===== config.mk =====
export PLATFORM = sky130hd
export DESIGN_NAME = uart_rx_param
export DESIGN_NICKNAME = d
export VERILOG_FILES = /design/src/rtl/uart_rx_param.sv
export SDC_FILE = /design/constraint.sdc
export NUM_CORES = 1
export LEC_CHECK = 0
export ABC_CLOCK_PERIOD_IN_PS = 1600
export BUFFER_PORTS_ARGS = -buffer_cell sky130_fd_sc_hd__buf_2
export CAP_MARGIN = 20
export CORE_MARGIN = 1.5
export CORE_UTILIZATION = 50
export DETAILED_ROUTE_END_ITERATION = 16
export GPL_TIMING_DRIVEN = 0
export PLACE_DENSITY = 0.72
export SLEW_MARGIN = 15
export SYNTH_ARGS = -nofsm -noshare
export SYNTH_HDL_FRONTEND = slang
export SYNTH_SLANG_ARGS = --single-unit

===== constraint.sdc =====
create_clock -name clk -period 1.6 [get_ports clk]
set_clock_uncertainty 0.1 [all_clocks]
set_input_delay 0.08 -clock clk [delete_from_list [all_inputs] [get_ports clk]]
set_output_delay 0.08 -clock clk [all_outputs]
set_load 0.02 [all_outputs]

===== src/rtl/uart_rx_param.sv =====
// Parametrised UART receiver: ready/valid holding register plus sticky overrun/frame/parity flags.
// Build macro UART_RX_MAJORITY_EN enables 2-of-3 majority voting on every bit decision.
module uart_rx_param #(
    parameter int unsigned DATA_BITS   = 8,
    parameter int unsigned OVERSAMPLE  = 16,
    parameter bit          PARITY_EN   = 1'b0,
    parameter bit          PARITY_ODD  = 1'b0,
    parameter int unsigned STOP_BITS   = 1,
    parameter int unsigned SYNC_STAGES = 2
) (
    input  logic                 clk,
    input  logic                 rst_n,
    input  logic                 rx,
    input  logic                 baud_tick,
    output logic                 baud_rst,
    output logic [DATA_BITS-1:0] rx_data_o,
    output logic                 rx_data_valid,
    input  logic                 rx_data_ready,
    output logic                 overrun_err,
    output logic                 frame_err,
    output logic                 parity_err,
    input  logic                 err_clr
);

    localparam int unsigned SW = $clog2(OVERSAMPLE);
    localparam int unsigned BW = $clog2(DATA_BITS + 1);
    localparam logic [SW-1:0] SampleLast = SW'(OVERSAMPLE - 1);
    localparam logic [SW-1:0] SampleMid  = SW'(OVERSAMPLE / 2 - 1);
    localparam logic [BW-1:0] DataLast   = BW'(DATA_BITS - 1);
    localparam logic [BW-1:0] StopLast   = BW'(STOP_BITS - 1);

    typedef enum logic [2:0] {StIdle, StStart, StData, StParity, StStop, StBreak} state_e;

    state_e                 state_q, state_d;
    logic [SYNC_STAGES-1:0] sync_q, sync_d;
    logic [SW-1:0]          sample_cnt_q, sample_cnt_d;
    logic [BW-1:0]          bit_cnt_q, bit_cnt_d;
    logic [DATA_BITS-1:0]   shift_q, shift_d;
    logic [DATA_BITS-1:0]   data_q, data_d;
    logic                   par_bad_q, par_bad_d;
    logic                   valid_q, valid_d;
    logic                   ovr_q, ovr_d, frm_q, frm_d, par_q, par_d;
    logic                   rx_s, bit_val, at_bit, deliver, frame_set, load;

    assign sync_d = {sync_q[SYNC_STAGES-2:0], rx};
    assign rx_s   = sync_q[SYNC_STAGES-1];

`ifdef UART_RX_MAJORITY_EN
    // Voting on noisy samples would be defeated by an early abort, so only the mid tick decides.
    localparam bit EarlyAbort = 1'b0;
    logic [1:0] vote_q, vote_d;

    always_comb begin
        vote_d = vote_q;
        if (state_q == StIdle) begin
            vote_d = 2'b11;
        end else if (baud_tick) begin
            vote_d = {vote_q[0], rx_s};
        end
    end

    assign bit_val = (vote_q[1] & vote_q[0]) | (vote_q[1] & rx_s) | (vote_q[0] & rx_s);

    always_ff @(posedge clk) begin
        if (!rst_n) begin
            vote_q <= 2'b11;
        end else begin
            vote_q <= vote_d;
        end
    end
`else
    localparam bit EarlyAbort = 1'b1;
    assign bit_val = rx_s;
`endif

    assign at_bit   = baud_tick && (sample_cnt_q == SampleLast);
    assign baud_rst = (state_q == StIdle);

    always_comb begin
        state_d   = state_q;
        shift_d   = shift_q;
        par_bad_d = par_bad_q;
        bit_cnt_d = bit_cnt_q;
        deliver   = 1'b0;
        frame_set = 1'b0;
        unique case (state_q)
            StIdle: begin
                par_bad_d = 1'b0;
                if (!rx_s) state_d = StStart;
            end
            StStart: begin
                if (baud_tick && (sample_cnt_q == SampleMid)) begin
                    state_d = bit_val ? StIdle : StData;
                end else if (EarlyAbort && rx_s) begin
                    state_d = StIdle;
                end
            end
            StData: begin
                if (at_bit) begin
                    shift_d   = {bit_val, shift_q[DATA_BITS-1:1]};
                    bit_cnt_d = bit_cnt_q + 1'b1;
                    if (bit_cnt_q == DataLast) state_d = PARITY_EN ? StParity : StStop;
                end
            end
            StParity: begin
                if (at_bit) begin
                    par_bad_d = bit_val != ((^shift_q) ^ PARITY_ODD);
                    state_d   = StStop;
                end
            end
            StStop: begin
                if (at_bit) begin
                    bit_cnt_d = bit_cnt_q + 1'b1;
                    if (!bit_val) begin
                        frame_set = 1'b1;
                        state_d   = StBreak;
                    end else if (bit_cnt_q == StopLast) begin
                        deliver = 1'b1;
                        state_d = StIdle;
                    end
                end
            end
            StBreak: begin
                if (rx_s) state_d = StIdle;
            end
            default: state_d = StIdle;
        endcase

        if (state_d != state_q) bit_cnt_d = '0;

        sample_cnt_d = sample_cnt_q;
        if ((state_d != state_q) || (state_q == StIdle)) begin
            sample_cnt_d = '0;
        end else if (baud_tick) begin
            sample_cnt_d = (sample_cnt_q == SampleLast) ? '0 : sample_cnt_q + 1'b1;
        end
    end

    // A word may load when the register is empty or is being drained in the same cycle.
    assign load = deliver && (!valid_q || rx_data_ready);

    always_comb begin
        data_d  = load ? shift_q : data_q;
        valid_d = valid_q;
        if (load) begin
            valid_d = 1'b1;
        end else if (valid_q && rx_data_ready) begin
            valid_d = 1'b0;
        end
        ovr_d = (deliver && !load)       ? 1'b1 : (err_clr ? 1'b0 : ovr_q);
        frm_d = frame_set                ? 1'b1 : (err_clr ? 1'b0 : frm_q);
        par_d = (deliver && par_bad_q)   ? 1'b1 : (err_clr ? 1'b0 : par_q);
    end

    always_ff @(posedge clk) begin
        if (!rst_n) begin
            state_q      <= StIdle;
            sync_q       <= '1;
            sample_cnt_q <= '0;
            bit_cnt_q    <= '0;
            shift_q      <= '0;
            par_bad_q    <= 1'b0;
            data_q       <= '0;
            valid_q      <= 1'b0;
            ovr_q        <= 1'b0;
            frm_q        <= 1'b0;
            par_q        <= 1'b0;
        end else begin
            state_q      <= state_d;
            sync_q       <= sync_d;
            sample_cnt_q <= sample_cnt_d;
            bit_cnt_q    <= bit_cnt_d;
            shift_q      <= shift_d;
            par_bad_q    <= par_bad_d;
            data_q       <= data_d;
            valid_q      <= valid_d;
            ovr_q        <= ovr_d;
            frm_q        <= frm_d;
            par_q        <= par_d;
        end
    end

    assign rx_data_o     = data_q;
    assign rx_data_valid = valid_q;
    assign overrun_err   = ovr_q;
    assign frame_err     = frm_q;
    assign parity_err    = par_q;

endmodule


---- After elaboration in Yosys (flattened, before gate mapping) ----
Index checks and enable logic that the tools add are counted.
cells by class
  add/subtract/negate cells ............... 2
  equality and inequality tests ........... 11
  multiplexer cells ....................... 27
  bitwise logic cells ..................... 1
  reduce and logical (&&, ||, !) cells .... 24
operators with widths
  cell                                                                   count
  3-bit 2-to-1 mux                                                       9
  3-bit case mux with 6 select lines                                     1
  1-bit 2-to-1 mux                                                       14
  2-bit nonzero test                                                     5
  4-bit by 1-bit adder with 4-bit output, second input constant          2
  4-bit by 3-bit equality test with 1-bit output, second input constant  2
  8-bit XOR reduction                                                    1
  3-bit by 2-bit equality test with 1-bit output, second input constant  2
  3-bit equality test, second input constant                             2
  1-bit logical AND                                                      6
  2-bit AND reduction                                                    3
  2-bit OR reduction                                                     3
  4-bit equality test, second input constant                             1
  4-bit zero test                                                        1
  4-bit 2-to-1 mux                                                       1
  3-bit by 1-bit equality test with 1-bit output, second input constant  1
  3-bit zero test                                                        1
  3-bit inequality test                                                  1
  1-bit zero test                                                        2
  1-bit logical OR                                                       2
  2-bit 2-to-1 mux                                                       1
  2-bit inequality test, second input constant                           1
  1-bit case mux with 2 select lines                                     1
  1-bit inequality test                                                  1
  1-bit inverter                                                         1
storage, ports and cells
  bits in registers ....................... 34
  bits of input ports ..................... 6

---- Longest topological paths before layout ----
Gate-level depths: netlist of run 1.
  depth after elaboration ................. 9
  gate-level depth with buffers ........... 8
  mapped depth without buffers ............ 7

---- Worst setup path before layout of run 1 ----
Ideal clock, no wire load.
  kind .................................... register -> register
  from .................................... register state_q[1]
  to ...................................... register par_bad_q
  setup time .............................. 0.115 ns
  arrival ................................. 1.582 ns
  path slack .............................. -0.197 ns
  stages on the path, launching flop included .. 6
  buffers on the path ..................... 1
  period minus slack after synthesis ...... 1.797 ns
  cells stage by stage .................... dfxtp_1 > buf_4 > nor3_1 > nand2b_1 > mux2i_1 > and2_1
on the way
  word-level cells in the longest chain between the ends .. 3
  elaborated cells on any way between the ends .. 6
RTL lines
  element                        line  source
  start: declaration             34    state_e state_q, state_d;
  start signal: assignment       157   state_q <= StIdle;
  start signal: assignment       169   state_q <= state_d;
  3-bit zero test *              n/a
  via baud_rst                   15    output logic baud_rst,
  2-bit nonzero test (no line)   n/a
  2-bit AND reduction (no line)  n/a
  end signal: assignment         174   par_bad_q <= par_bad_d;
  end: declaration               40    logic par_bad_q, par_bad_d;
Mark *: on every way through the listed nets, which the timed path passes. The rest lies on a longest branch.
A chain may end at the register's enable or synchronous reset.

---- Final worst setup path of run 1 ----
  from .................................... register sample_cnt_q[0]
  to ...................................... register shift_q[3]
on the way
  word-level cells in the longest chain between the ends .. 3
RTL lines
  element                        line  source
  start: declaration             36    logic [SW-1:0] sample_cnt_q, sample_cnt_d;
  start signal: assignment       171   sample_cnt_q <= sample_cnt_d;
  4-bit equality test            76    assign at_bit = baud_tick && (sample_cnt_q == SampleLast);
  1-bit logical AND              76
  2-bit AND reduction (no line)  n/a
  end signal: assignment         173   shift_q <= shift_d;
  end: declaration               38    logic [DATA_BITS-1:0] shift_q, shift_d;
Every way passes these cells.

==> summary.md, run 1 <==
| Metric | Value |
|---|---|
| Crit. End Element | `flip-flop` |
| Seq/Total Area, Yosys | `39.8%` |
| Dpl cell area | `0.00188 sq mm` |
| Slew headroom | `61.8%` |
| FF-to-FF path depth | `6` |
| Area growth from synthesis to layout | `28.4%` |
| Setup repair after global routing missed its margin | `yes` |
| Share of layout cells above drive strength 1 | `31.5%` |
| DRT iter0 DRCs | `29` |
| Die width | `61.5 microns` |
| Mux cell area share after synthesis | `11.7%` |
| TNS Setup | `-2.07 ns` |
| Max Root-Sink Buffers | `2` |
| Yosys top cell by area | `dfxtp_1` |
| Setup WS post-layout | `-0.132 ns` |
| Routed WL per cell | `13.7 microns` |
| #FFs+latches synth | `34` |
| CP Cell Sequence | `ha_4 -> nand3_4 -> or3_4 -> nor2_8 -> mux2i_1 -> nor2b_1` |
| Post-route DRC | `0` |
| Post-route cell area | `0.00220 sq mm` |
| Kind of critical path | `flip-flop to flip-flop` |
| Post-synth ARST share | `0%` |
| Pwr Total | `1.55 mW` |
| Worst setup SP type | `flip-flop` |
| Pwr/cell area | `706 mW/mm^2` |
| Mapped Avg Cell Area | `9.78 sq um` |
| Hold Path End | `sample_cnt_q[0]$_SDFFE_PP0P_` |
| Number of port buffers | `17` |
| Setup-failing EPs final | `24` |
| Post-DP HPWL | `2280 microns` |
| Failing checks | `negative setup slack` |
| LEAKAGE | `0.876 nW` |
| Number of global-route vias before repair | `1281` |
| Post-placement cell count | `238` |
| F_max | `0.577 GHz` |
| Worst EP required | `1.72 ns` |
| Status | `complete, but fails checks` |
| Yosys cell types | `37` |
| Post-synth top area share | `39.8%` |
| R2R Path End | `shift_q[3]$_SDFFE_PN0P_` |
| Synthesized area | `0.00171 sq mm` |
| Fin crit share | `108%` |
| Mapped Cells | `175` |
| Die height | `61.5 microns` |
| Total of warnings raised by yosys | `0` |
| Util after Layout | `66.4%` |
| RR Startpoint | `sample_cnt_q[0]$_SDFFE_PP0P_` |
| VDD IR max | `0.474 mV` |
| Non-Filler Instances | `259` |
| HP Start | `baud_tick` |
| Hold Violations, Final | `0` |
| Pins over their slew limit | `0` |
| Vias per std cell | `5.28` |
| H-Tree Depth | `2` |
| Worst hold path type | `primary input to flip-flop` |
| Critical Path AT | `1.85 ns` |
| Initial Util | `51.7%` |
| CP Max Fanout | `8` |
| Synthesized-area fraction occupied by and/or/nand/nor cells | `27.0%` |
| Compound-Gate Fraction of Synth Area | `7.75%` |
| Clock root cell | `clkbuf_4` |
| Post-synth EDFFs | `0` |
| # nets final | `221` |
| Main combinational cell family by area after synthesis | `simple AND/OR/NAND/NOR gates` |
| CTS clk-pin slew, worst paths | `0.12 ns` |
| Max cap viols | `0` |
| Max incr delay on CP | `0.38 ns` |
| Diode count | `0` |
| Via count | `1367` |
| CTS buffer count | `5` |
| DRT antenna net count | `0` |
| GRT Util Overall | `21.2%` |
| DR pass1 iterations | `4` |
| First-pass GRT wire length | `5850 microns` |
| Full die area | `0.00378 sq mm` |
| R2R Setup Slk | `-0.13 ns` |
| Hold Path Stages | `4` |
| WL final | `3550 microns` |
| Slowest-stage cell, CP | `dfxtp_4` |
| Clk sinks | `34` |
| Row count | `21` |
| Ranking of synthesized cells by area | `dfxtp_1 40%, mux2i_1 12%, nor2b_1 8.4%` |
| Post-Synth XOR/XNOR Area | `7.46%` |
| GPL Wtd Cong | `0.908` |
| Core Region | `0.00331 sq mm` |
| Initial antenna violation count | `0` |
| Minimum clock period after layout | `1.73 ns` |
| Net Count, Synth | `184` |
| Slew @ Worst Pin | `0.572 ns` |
| Largest net degree at the start of global routing | `11` |
| Ys flop type | `dfxtp_1` |
| Layout fillers | `290` |
| CTS tree | `built` |
| Synthesized-area fraction occupied by adder cells | `2.19%` |
| # IOs | `19` |
| Clock Latency Late Sink | `0.33 ns` |
| Congestion Overflow GR | `0` |
[worst max-delay path, delay by kind of cell (launching register included)]
kind / cells / cell delay, ns
and+or+nand+nor: 4 / 0.74
adders and majority gates: 1 / 0.18
DFF: 1 / 0.38
muxes: 1 / 0.22
[kinds of logic after synthesis]
| logic type | count (synthesis) |
|---|---|
| DFF | 34 |
| AOI/OAI and AO/OA | 20 |
| xor gates and xnor gates | 13 |
| and+or+nand+nor | 73 |
| adders and majority gates | 3 |
| buffers and inverters | 12 |
| muxes | 20 |
[synth_stat cells (all sizes together) (3+ instances only)]
cell type and instances:
nor3 9, nand3 4, dfxtp 34, nand2b 4, nand2 12, o21a 3
a21oi 5, buf 8, nor2 6, xnor2 6, ha 3, mux2i 20
o21ai 6, nor4 4, nor3b 3, nand4 3, nor2b 23, xor2 6
[repair_timing]
action | in CTS | in global routing
buffers inserted | 8 | 0
setup endpoints to repair | 27 | 29
hold endpoints to repair | 8 | 0
pin swaps | 9 | 4
hold buffers | 5 | 0
gates resized for setup | 18 | 13
[worst max path at each step]
stage / endpoint / cells past startpoint / from
finish: shift_q[3]$_SDFFE_PN0P_ / 6 / sample_cnt_q[0]$_SDFFE_PP0P_
global route: shift_q[5]$_SDFFE_PN0P_ / 6 / sample_cnt_q[0]$_SDFFE_PP0P_
CTS: shift_q[3]$_SDFFE_PN0P_ / 6 / sample_cnt_q[0]$_SDFFE_PP0P_
detailed placement: rx_data_o[7]$_SDFFE_PN0P_ / 7 / sample_cnt_q[1]$_SDFFE_PP0P_
global placement: rx_data_o[4]$_SDFFE_PN0P_ / 7 / sample_cnt_q[1]$_SDFFE_PP0P_
floorplan: shift_q[0]$_SDFFE_PN0P_ / 6 / sample_cnt_q[1]$_SDFFE_PP0P_
[power breakdown]
| part | switching [mW] | internal [mW] |
|---|---|---|
| clock | 0.289 | 0.331 |
| sequential | 0.000905 | 0.846 |
| combinational | 0.0464 | 0.0388 |
| total | 0.336 | 1.22 |
[flip-flops by register name, summed over array words and instances (netlist names)]
signal / flops
sync_q: 2
rx_data_o: 8
rx_data_valid: 1
bit_cnt_q: 4
par_bad_q: 1
parity_err: 1
frame_err: 1
sample_cnt_q: 4
overrun_err: 1
state_q: 3
shift_q: 8
[through the flow]
step                      hold slack (ns)  setup slack (ns)
after floorplan                    0.0530           -0.0256
after global placement              0.164            -0.180
after detailed placement            0.168            -0.210
after CTS                          0.0173            -0.126
after global routing               0.0573            -0.201
final                              0.0388            -0.132
[metal layers]
| layer | GRT usage, % | part of all wire (%) | wire [microns] |
|---|---|---|---|
| met1 | 28.3 | 49 | 1720 |
| met2 | 32.6 | 46 | 1640 |
| met3 | 6.09 | 4.3 | 151 |
| met4 | 7.90 | 0.82 | 29 |
| met5 | 0 | 0 | 0 |
[cell type report]
| type | count | area, sq um | share of cell area (%) |
|---|---|---|---|
| flip-flops and latches | 34 | 697 | 31.7 |
| inverters | 2 | 7.51 | 0.341 |
| well taps | 46 | 57.6 | 2.62 |
| repair buffers | 30 | 205 | 9.33 |
| clock buffers | 7 | 45.0 | 2.05 |
| multi-input cells | 129 | 1080 | 49.1 |
| plain buffers | 10 | 76.3 | 3.47 |
| clock inverters | 1 | 30.0 | 1.37 |
[cells in the final DEF (no fill, tap or decap), types with 4 or more instances in the layout]
cell and instances:
nand2b_1 4, clkbuf_1 4, o21ai_0 5, dfxtp_2 7, buf_6 5, clkbuf_4 5, mux2i_1 20, buf_2 17
nand2_1 12, xor2_1 6, nor3_1 6, nor2b_1 23, buf_4 11, dlygate4sd3_1 5, xnor2_1 6, dfxtp_1 25
a21oi_1 5, nor4_2 4, nor2_1 5
No activity file was read; power rests on OpenSTA's default activity.
==> run 2: changes to the inputs <==
--- a/config.mk
+++ b/config.mk
@@ -5,15 +5,16 @@
 export SDC_FILE = /design/constraint.sdc
 export NUM_CORES = 1
 export LEC_CHECK = 0
-export ABC_CLOCK_PERIOD_IN_PS = 1600
+export ABC_CLOCK_PERIOD_IN_PS = 1670
 export BUFFER_PORTS_ARGS = -buffer_cell sky130_fd_sc_hd__buf_2
 export CAP_MARGIN = 20
 export CORE_MARGIN = 1.5
 export CORE_UTILIZATION = 50
 export DETAILED_ROUTE_END_ITERATION = 16
 export GPL_TIMING_DRIVEN = 0
-export PLACE_DENSITY = 0.72
+export PLACE_DENSITY = 0.7
 export SLEW_MARGIN = 15
 export SYNTH_ARGS = -nofsm -noshare
 export SYNTH_HDL_FRONTEND = slang
 export SYNTH_SLANG_ARGS = --single-unit
+export TNS_END_PERCENT = 10
==> constraint.sdc (replaced) <==
create_clock -name clk -period 1.67 [get_ports clk]
set_clock_uncertainty 0.1 [all_clocks]
set_input_delay 0.0835 -clock clk [delete_from_list [all_inputs] [get_ports clk]]
set_output_delay 0.0835 -clock clk [all_outputs]
set_load 0.02 [all_outputs]
==> run 2 against run 1 <==
  * The flow still finishes with violations (negative setup slack)
  * Combinational power increased by 7.5%
  * Sequential power decreased by 3.9%
  * Hold slack improved by 0.28 ns
  * Sequential share of layout area decreased by 0.89 points
  * Clock power increased by 1%
  * Routed wire length increased by 15%
  * Largest power group unchanged
==> summary.md, run 2 (same netlist as run 1, synthesis figures left out) <==
| Metric | Value |
|---|---|
| Setup WS post-layout | `-0.151 ns (-0.0189 ns)` |
| VDD IR max | `0.676 mV (+42%)` |
| F_max | `0.549 GHz (-4.9%)` |
| Post-placement cell count | `238 (unchanged)` |
| Vias per std cell | `5.48 (+3.8%)` |
| Worst EP required | `1.80 ns (+0.08 ns)` |
| Slew @ Worst Pin | `0.442 ns (-0.130 ns)` |
| WL final | `4090 microns (+15%)` |
| Initial Util | `51.7% (unchanged)` |
| Row count | `21 (unchanged)` |
| Max cap viols | `0 (unchanged)` |
| CTS buffer count | `5 (unchanged)` |
| Clock Latency Late Sink | `0.34 ns (about the same)` |
| DRT antenna net count | `0 (unchanged)` |
| H-Tree Depth | `2 (unchanged)` |
| Worst setup SP type | `flip-flop` |
| Post-route DRC | `0 (unchanged)` |
| CTS tree | `built` |
| Share of layout cells above drive strength 1 | `34.3% (+2.8 points)` |
| Failing checks | `negative setup slack` |
| Via count | `1436 (+5.0%)` |
| Register area | `697 sq um (unchanged)` |
| Die width | `61.5 microns (unchanged)` |
| Crit path from | `state_q[1]$_SDFF_PN0_` |
| R2R Path End | `sample_cnt_q[1]$_SDFFE_PP0P_` |
| Post-DP HPWL | `2360 microns (+3.8%)` |
| Number of global-route vias before repair | `1241 (-3.1%)` |
| Core Region | `0.00331 sq mm (unchanged)` |
| Pins over their slew limit | `0 (unchanged)` |
| DRT iter0 DRCs | `115 (+300%)` |
| RR Startpoint | `state_q[1]$_SDFF_PN0_` |
| # IOs | `19 (unchanged)` |
| Number of port buffers | `17 (unchanged)` |
| Layout fillers | `270 (-6.9%)` |
| Slew headroom | `70.5% (+8.7 points)` |
| Most common cell after layout, fill and taps aside | `dfxtp_1` |
| LEAKAGE | `0.886 nW (+1.2%)` |
| Initial antenna violation count | `0 (unchanged)` |
| Clk sinks | `34 (unchanged)` |
| FF-to-FF path depth | `5 (-1)` |
| GPL Wtd Cong | `0.803 (-12%)` |
| Hold Violations, Final | `0 (unchanged)` |
| Routed WL per cell | `15.6 microns (+14%)` |
| Diode count | `0 (unchanged)` |
| CTS clk-pin slew, worst paths | `0.10 ns (-0.02 ns)` |
| Largest net degree at the start of global routing | `11 (unchanged)` |
| R2R Setup Slk | `-0.15 ns (-0.02 ns)` |
| Area of the multi-input gates | `0.00112 sq mm (+3.4%)` |
| Crit. End Element | `flip-flop` |
| DR pass1 iterations | `4 (unchanged)` |
| Pwr/cell area | `677 mW/mm^2 (-4.0%)` |
| CP Max Fanout | `10 (+2)` |
| GRT Util Overall | `21.3% (+0.077 points)` |
| Die height | `61.5 microns (unchanged)` |
| Full die area | `0.00378 sq mm (unchanged)` |
| Status | `complete, but fails checks` |
| Setup-failing EPs final | `17 (-29%)` |
| Congestion Overflow GR | `0 (unchanged)` |
| Area growth from synthesis to layout | `32.2%` |
| Fin crit share | `109% (+0.79 points)` |
| Non-Filler Instances | `262 (+1.2%)` |
| Kind of critical path | `flip-flop to flip-flop` |
| TNS Setup | `-1.55 ns (+0.521 ns)` |
| Critical Path AT | `1.95 ns (+0.10 ns)` |
| First-pass GRT wire length | `5820 microns (-0.60%)` |
| Worst hold path type | `flip-flop to flip-flop` |
| # nets final | `225 (+1.8%)` |
| Most frequent cells in the layout | `25 x dfxtp_1, 23 x nor2b_1, 20 x mux2i_1` |
| Minimum clock period after layout | `1.82 ns (+0.0889 ns)` |
| Max Root-Sink Buffers | `2 (unchanged)` |
| Crit path capture | `sample_cnt_q[1]$_SDFFE_PP0P_` |
| Clock root cell | `clkbuf_4` |
| Setup repair after global routing missed its margin | `yes` |
run 2: changes by cell type in the layout (fill, tap and decap cells not counted), moves of 2 or more:
| cell | delta |
|---|---|
| buf_4 | +6 |
| buf_6 | -3 |
| nor4_2 | -3 |
| clkbuf_1 | -2 |
| inv_1 | -2 |
| inv_2 | +2 |
| nor4_4 | +2 |
run 2: per-stage QoR:
| stage | area (sq um) | hold slack (ns) | setup slack, ns | power [mW] | util [%] |
|---|---|---|---|---|---|
| after detailed placement | 1860 | 0.178 | -0.268 | 0.896 | 56.2 |
| after global placement | 1860 | 0.167 | -0.238 | 0.894 | 56.2 |
| after CTS | 2130 | 0.328 | -0.0661 | 1.53 | 64.2 |
| final | 2260 | 0.322 | -0.151 | 1.53 | 68.3 |
| after floorplan | 1720 | 0.0565 | -0.0606 | 0.876 | - |
| after global routing | 2260 | 0.348 | -0.246 | 1.58 | 68.3 |
run 2: per-layer routing:
| metal | vias to the layer above | global-route usage (%) | routed length (microns) |
|---|---|---|---|
| met4 | 0 | 9.12 | 174 |
| met1 | 669 | 27.2 | 1700 |
| met5 | - | 0 | 0 |
| li1 | 696 | - | - |
| met2 | 51 | 33.5 | 2010 |
| met3 | 20 | 6.09 | 201 |
run 2: final cells by class:
class | count | area share [%]
sequential | 34 | 30.8
clock inverter | 1 | 1.33
inverter | 2 | 0.332
clock buffer | 6 | 2.27
buffer | 9 | 2.99
timing repair buffer | 35 | 10.4
tap | 46 | 2.54
multi-input combinational | 129 | 49.3
run 2: critical path: stages (launching register included):
cell,delay (ns)
dfxtp_1,0.45
buf_4,0.24
nor2_2,0.08
a32oi_1,0.25
o221ai_4,0.24
nor4_1,0.35
run 2: where the power goes:
part | switching [mW] | internal [mW] | total (mW)
logic | 0.0494 | 0.0422 | 0.0916
registers | 0.00270 | 0.810 | 0.813
clock network | 0.280 | 0.348 | 0.628
run 2: worst min path at each step:
stage                         startpoint                   end  slack (ns)  depth (start not counted)
global placement                      rx  sync_q[0]$_SDFF_PN1_        0.17                          2
CTS                 sync_q[0]$_SDFF_PN1_  sync_q[1]$_SDFF_PN1_        0.33                          1
global route        sync_q[0]$_SDFF_PN1_  sync_q[1]$_SDFF_PN1_        0.35                          1
finish              sync_q[0]$_SDFF_PN1_  sync_q[1]$_SDFF_PN1_        0.32                          1
detailed placement                    rx  sync_q[0]$_SDFF_PN1_        0.18                          2
floorplan                          rst_n  sync_q[1]$_SDFF_PN1_        0.06                          1
run 2: what timing repair did:
item	4_1_cts	5_1_grt
hold buffers	6	0
hold endpoints to repair	10	0
gates resized for setup	16	22
pin swaps	5	11
buffers inserted	5	7
endpoints found under the setup margin	26	25
